**src/rtl/serial_paralelo_rx.sv**
```systemverilog
// Serial-to-parallel receiver: finds byte alignment on BC_LOCK consecutive COM characters, then strobes each non-COM byte.
// Latency: byte delivered (registered) on the edge sampling its LSB; no backpressure, one byte slot every 8 cycles.
module serial_paralelo_rx #(
    parameter logic [7:0] COM     = 8'hBC,
    parameter int         BC_LOCK = 4
) (
    input  logic       clk_32f,
    input  logic       reset,
    input  logic       data_in,
    output logic [7:0] data_out,
    output logic       valid_out,
    output logic       active
);

    typedef enum logic [1:0] {
        SEARCH = 2'd0,
        ALIGN  = 2'd1,
        ACTIVE = 2'd2
    } state_t;

    localparam logic [2:0] LOCK_CNT = 3'(BC_LOCK);

    state_t     state_q, state_d;
    logic [7:0] sr_q, sr_d;
    logic [2:0] bit_cnt_q, bit_cnt_d;
    logic [2:0] bc_cnt_q, bc_cnt_d;
    logic [7:0] data_out_q, data_out_d;
    logic       valid_out_q, valid_out_d;
    logic       active_q, active_d;

    logic [7:0] cand;
    logic       is_com;
    logic       boundary;

    always_comb begin
        cand        = {sr_q[6:0], data_in};
        is_com      = (cand == COM);
        boundary    = (bit_cnt_q == 3'd7);

        sr_d        = cand;
        bit_cnt_d   = bit_cnt_q + 3'd1;
        bc_cnt_d    = bc_cnt_q;
        state_d     = state_q;
        data_out_d  = data_out_q;
        valid_out_d = 1'b0;
        active_d    = active_q;

        case (state_q)
            SEARCH: begin
                bit_cnt_d = 3'd0;
                if (is_com) begin
                    bc_cnt_d = 3'd1;
                    if (LOCK_CNT == 3'd1) begin
                        state_d  = ACTIVE;
                        active_d = 1'b1;
                    end else begin
                        state_d = ALIGN;
                    end
                end
            end
            ALIGN: begin
                if (boundary) begin
                    if (is_com && (bc_cnt_q + 3'd1 == LOCK_CNT)) begin
                        state_d  = ACTIVE;
                        active_d = 1'b1;
                        bc_cnt_d = LOCK_CNT;
                    end else if (is_com) begin
                        bc_cnt_d = bc_cnt_q + 3'd1;
                    end else begin
                        // Flush the failed byte so the hunt restarts on fresh bits only.
                        state_d  = SEARCH;
                        bc_cnt_d = 3'd0;
                        sr_d     = 8'h00;
                    end
                end
            end
            ACTIVE: begin
                if (boundary && !is_com) begin
                    data_out_d  = cand;
                    valid_out_d = 1'b1;
                end
            end
            default: begin
                state_d = SEARCH;
            end
        endcase
    end

    always_ff @(posedge clk_32f) begin
        if (reset) begin
            state_q     <= SEARCH;
            sr_q        <= 8'h00;
            bit_cnt_q   <= 3'd0;
            bc_cnt_q    <= 3'd0;
            data_out_q  <= 8'h00;
            valid_out_q <= 1'b0;
            active_q    <= 1'b0;
        end else begin
            state_q     <= state_d;
            sr_q        <= sr_d;
            bit_cnt_q   <= bit_cnt_d;
            bc_cnt_q    <= bc_cnt_d;
            data_out_q  <= data_out_d;
            valid_out_q <= valid_out_d;
            active_q    <= active_d;
        end
    end

    assign data_out  = data_out_q;
    assign valid_out = valid_out_q;
    assign active    = active_q;

endmodule

```
**config.mk**
```make
export PLATFORM = sky130hd
export DESIGN_NAME = serial_paralelo_rx
export DESIGN_NICKNAME = d
export VERILOG_FILES = /design/src/rtl/serial_paralelo_rx.sv
export SDC_FILE = /design/constraint.sdc
export NUM_CORES = 1
export LEC_CHECK = 0
export CAP_MARGIN = 15
export CORE_MARGIN = 4
export CORE_UTILIZATION = 45
export CTS_CLUSTER_DIAMETER = 120
export DETAILED_ROUTE_END_ITERATION = 12
export GPL_TIMING_DRIVEN = 1
export HOLD_SLACK_MARGIN = 0.03
export PLACE_DENSITY = 0.66
export SLEW_MARGIN = 20
export SYNTH_ARGS = -nofsm -noshare
export SYNTH_HDL_FRONTEND = slang
export SYNTH_SLANG_ARGS = --single-unit
```
**constraint.sdc**
```tcl
create_clock -name clk_32f -period 2 [get_ports clk_32f]
set_clock_uncertainty 0.2 [all_clocks]
set_input_delay 0.4 -clock clk_32f [delete_from_list [all_inputs] [get_ports clk_32f]]
set_output_delay 0.4 -clock clk_32f [all_outputs]
set_load 0.02 [all_outputs]
```
==> results.txt <==
----------------------------------------------------
[Timing]
  Period utilisation layout ... 0.941
  Fmax ... around 530 MHz
  Final hold vios ... 0
  Setup violation total in the final timing report ... 0
  Worst-margin pin slew ... about 0.31 ns
  Minimum clock period after layout ... ~1.9 ns
  Slew Limit Fails ... 0
  Worst-case headroom to the max-slew limit ... 0.794
  Post-Route Hold Slack ... 0.239 ns
  Unrepaired setup endpoints after global routing ... false
  Setup total negative slack ... 0 ns

[Route]
  Number of search-and-repair iterations in the first detailed-routing pass ... 2
  Final routed wirelength across all metal layers ... 1.69 mm
  Total number of vias ... between 700 and 800
  Detail-routed via count per cell ... just over 5
  Antenna-violating nets left ... 0
  Routed wirelength normalized by instance count ... approximately 12 µm
  Post-detailed-route DRC marker count ... 0
  Count of routing violations after the opening detailed-route iteration ... 3

[Clock tree]
  Num Clock Sinks ... 25
  Root Buffer ... clkbuf_4
  Clk Latency, worst-skew pair ... roughly 0.31 ns
  Clock transition at the register clock pins on the worst setup and hold paths after CTS ... around 0.13 ns
  Clock buffer count from CTS ... 3
  Max H-tree Level ... 1
  Max clock buf depth ... 2
  Count of hold-fix buffers inserted at cts ... 0
  Clock tree from TritonCTS ... yes

[Setup path]
  Peak per-stage delay on the critical path ... 0.61 ns
  CP endpoint kind ... output pin
  Crit-path slowest cell ... clkdlybuf4s50_1
  Series of cell instances along the critical path ... clkdlybuf4s50_1
  Top Family by Delay on Critical Path ... buffers and inverters
  Count of buffer and inverter cells on the critical path ... 1
  Type of the worst setup path ... flop to output pin
  Required time of the critical path ... ~1.4 ns
  Largest driver fanout on the critical path ... 2
  WP data arrival ... about 1.3 ns
  CP startpoint kind ... flop

[Yosys]
  Number of warnings issued by yosys ... 0
  Net count after synthesis ... roughly 110
  Post-synthesis instance total ... a little under 100
  Sequential-to-total area share from yosys stat ... 0.498
  Average cell area after synthesis ... 10.3 µm²
  Mapped Area ... around 1000 µm²
  Number of distinct library cells after synthesis ... 29
  Flip-flop and latch count after synthesis ... 25

[Final layout]
  Area Growth Syn to Fin ... 18.7%
  Filler Cells Inserted ... roughly 200
  Commonest cells after routing, fill and taps aside ... dfxtp_1 (25), clkdlybuf4s50_1 (12), nor2_1 (10)
  Sequential cell area ... ~500 µm²
  Share of post-route cells with drive strength above 1 ... 0.106
  Nets@finish ... approximately 120
  N_diodes ... 0
  Total area of multi-input combinational cells ... 485 µm²
  Most common cell after layout, fill and taps aside ... dfxtp_1

[GRT]
  Global-route wire length before repair ... just over 3 mm
  GRT Total Usage ... 0.122
  Vias in the first global route ... about 710
  Congestion Overflow GR ... 0
  Antenna violations before repair ... 0
  Maximum number of pins on one net before global-route repair ... 14

[Power and ir drop]
  Post-layout power ... 0.000738 W
  Worst-case vdd ir drop ... about 640 µV
  Pwr Density ... ~620 nW/µm²
  Leak pwr ... roughly 0.45 nW

[Die]
  Die X ... ~55 µm
  Initial core utilization ... 0.492
  Die area ... 3050 µm²
  Core area ... approximately 2000 µm²
  Number of rows created at floorplan ... 16
  Height of the die ... about 55 µm
  Num ports ... 13

[Run status]
  Outcome ... completed

[Flow run]
  Total of max-cap violations ... 0

[Place]
  Half-perimeter wire length of the detailed placement result ... around 1.3 mm
  Count of port buffers added during placement ... 12
  RD Place Congestion ... a little over 0.8

[Worst hold path]
  Hold Crit Class ... flop to flop

----------------------------------------------------
==> where the power goes <==
part / total [W] / switching (W) / internal (W)
registers: 0.000504 / 0.00000331 / 0.000501
clock network: 0.000213 / 0.000135 / 0.0000778
logic: 0.0000210 / 0.0000108 / 0.0000102
total: 0.000738 / 0.000149 / 0.000589
==> path summary, 6_finish.rpt <==
kind | cells past startpoint | startpoint | endpoint | slack (ns)
max | 1 | data_out[3]$_SDFFE_PP0P_ | data_out[3] | 0.12
min | 1 | bit_cnt_q[0]$_SDFF_PP0_ | bit_cnt_q[0]$_SDFF_PP0_ | 0.24
max reg2reg | 5 | bit_cnt_q[0]$_SDFF_PP0_ | sr_q[3]$_SDFF_PP0_ | 0.17
min reg2reg | 1 | bit_cnt_q[0]$_SDFF_PP0_ | bit_cnt_q[0]$_SDFF_PP0_ | 0.24
==> stage by stage <==
step	area [µm²]	utilization	setup slack (ns)	cells
final	1190	0.584	0.117	140
after global routing	1190	0.584	0.0128	140
after CTS	1190	0.581	0.105	140
after detailed placement	1160	0.569	-0.00824	136
after global placement	1160	0.569	0.0152	136
after floorplan	1000	-	0.368	98
==> cell families after synthesis <==
logic type,synth area share
compound gates,0.0921
xor+xnor,0.00872
fa+ha+maj,0.0498
buf+inv,0.0237
flops,0.498
mux,0.0797
simple gates,0.248
==> area by class of cell <==
type | count | share of cell area
Tap cell | 27 | 0.0283
Inverter | 1 | 0.00315
Timing Repair Buffer | 15 | 0.120
Clock buffer | 4 | 0.0220
Multi-Input combinational cell | 68 | 0.407
Sequential cell | 25 | 0.420
==> sequential cells by signal (all words and copies together) (netlist names) <==
name,count
active,1
data_out,8
sr_q,7
valid_out,1
bit_cnt_q,3
state_q,2
bc_cnt_q,3
==> Yosys cell counts <==
cell type / number / area, µm²
or2_2: 1 / 6.26
a21oi_2: 1 / 8.76
nand2_1: 6 / 22.5
nand2b_1: 1 / 6.26
ha_1: 4 / 50.1
buf_2: 1 / 5.00
nor2_1: 10 / 37.5
nor3_1: 4 / 20.0
clkbuf_1: 2 / 7.51
and2_1: 3 / 18.8
or3_1: 1 / 6.26
dfxtp_1: 25 / 500
o211ai_1: 2 / 15.0
o21ai_0: 1 / 5.00
a21oi_1: 9 / 45.0
o21ba_2: 1 / 10.0
or2_1: 1 / 6.26
nand3b_1: 2 / 15.0
nor3b_1: 3 / 22.5
a211o_1: 1 / 8.76
inv_1: 1 / 3.75
mux2i_1: 8 / 80.1
nand3_1: 3 / 15.0
nand4bb_4: 1 / 27.5
nor2b_1: 2 / 12.5
nand4b_4: 1 / 23.8
xor2_1: 1 / 8.76
buf_4: 1 / 7.51
nor4b_1: 1 / 8.76
==> layer usage <==
layer / GRT usage / share of wire / routed length (µm) / up-vias
met5: 0 / 0 / 0 / -
met4: 0.0278 / 0.015 / 26 / 0
met3: 0.0536 / 0.049 / 82 / 4
met2: 0.208 / 0.46 / 781 / 14
met1: 0.141 / 0.47 / 800 / 324
li1: - / - / - / 371
==> repair_timing <==
item / CTS / global route
endpoints found under the setup margin: 0 / 2
buffers inserted: 0 / 0
resized for setup: 0 / 1
Note: power is estimated with default switching activity, not from simulation.
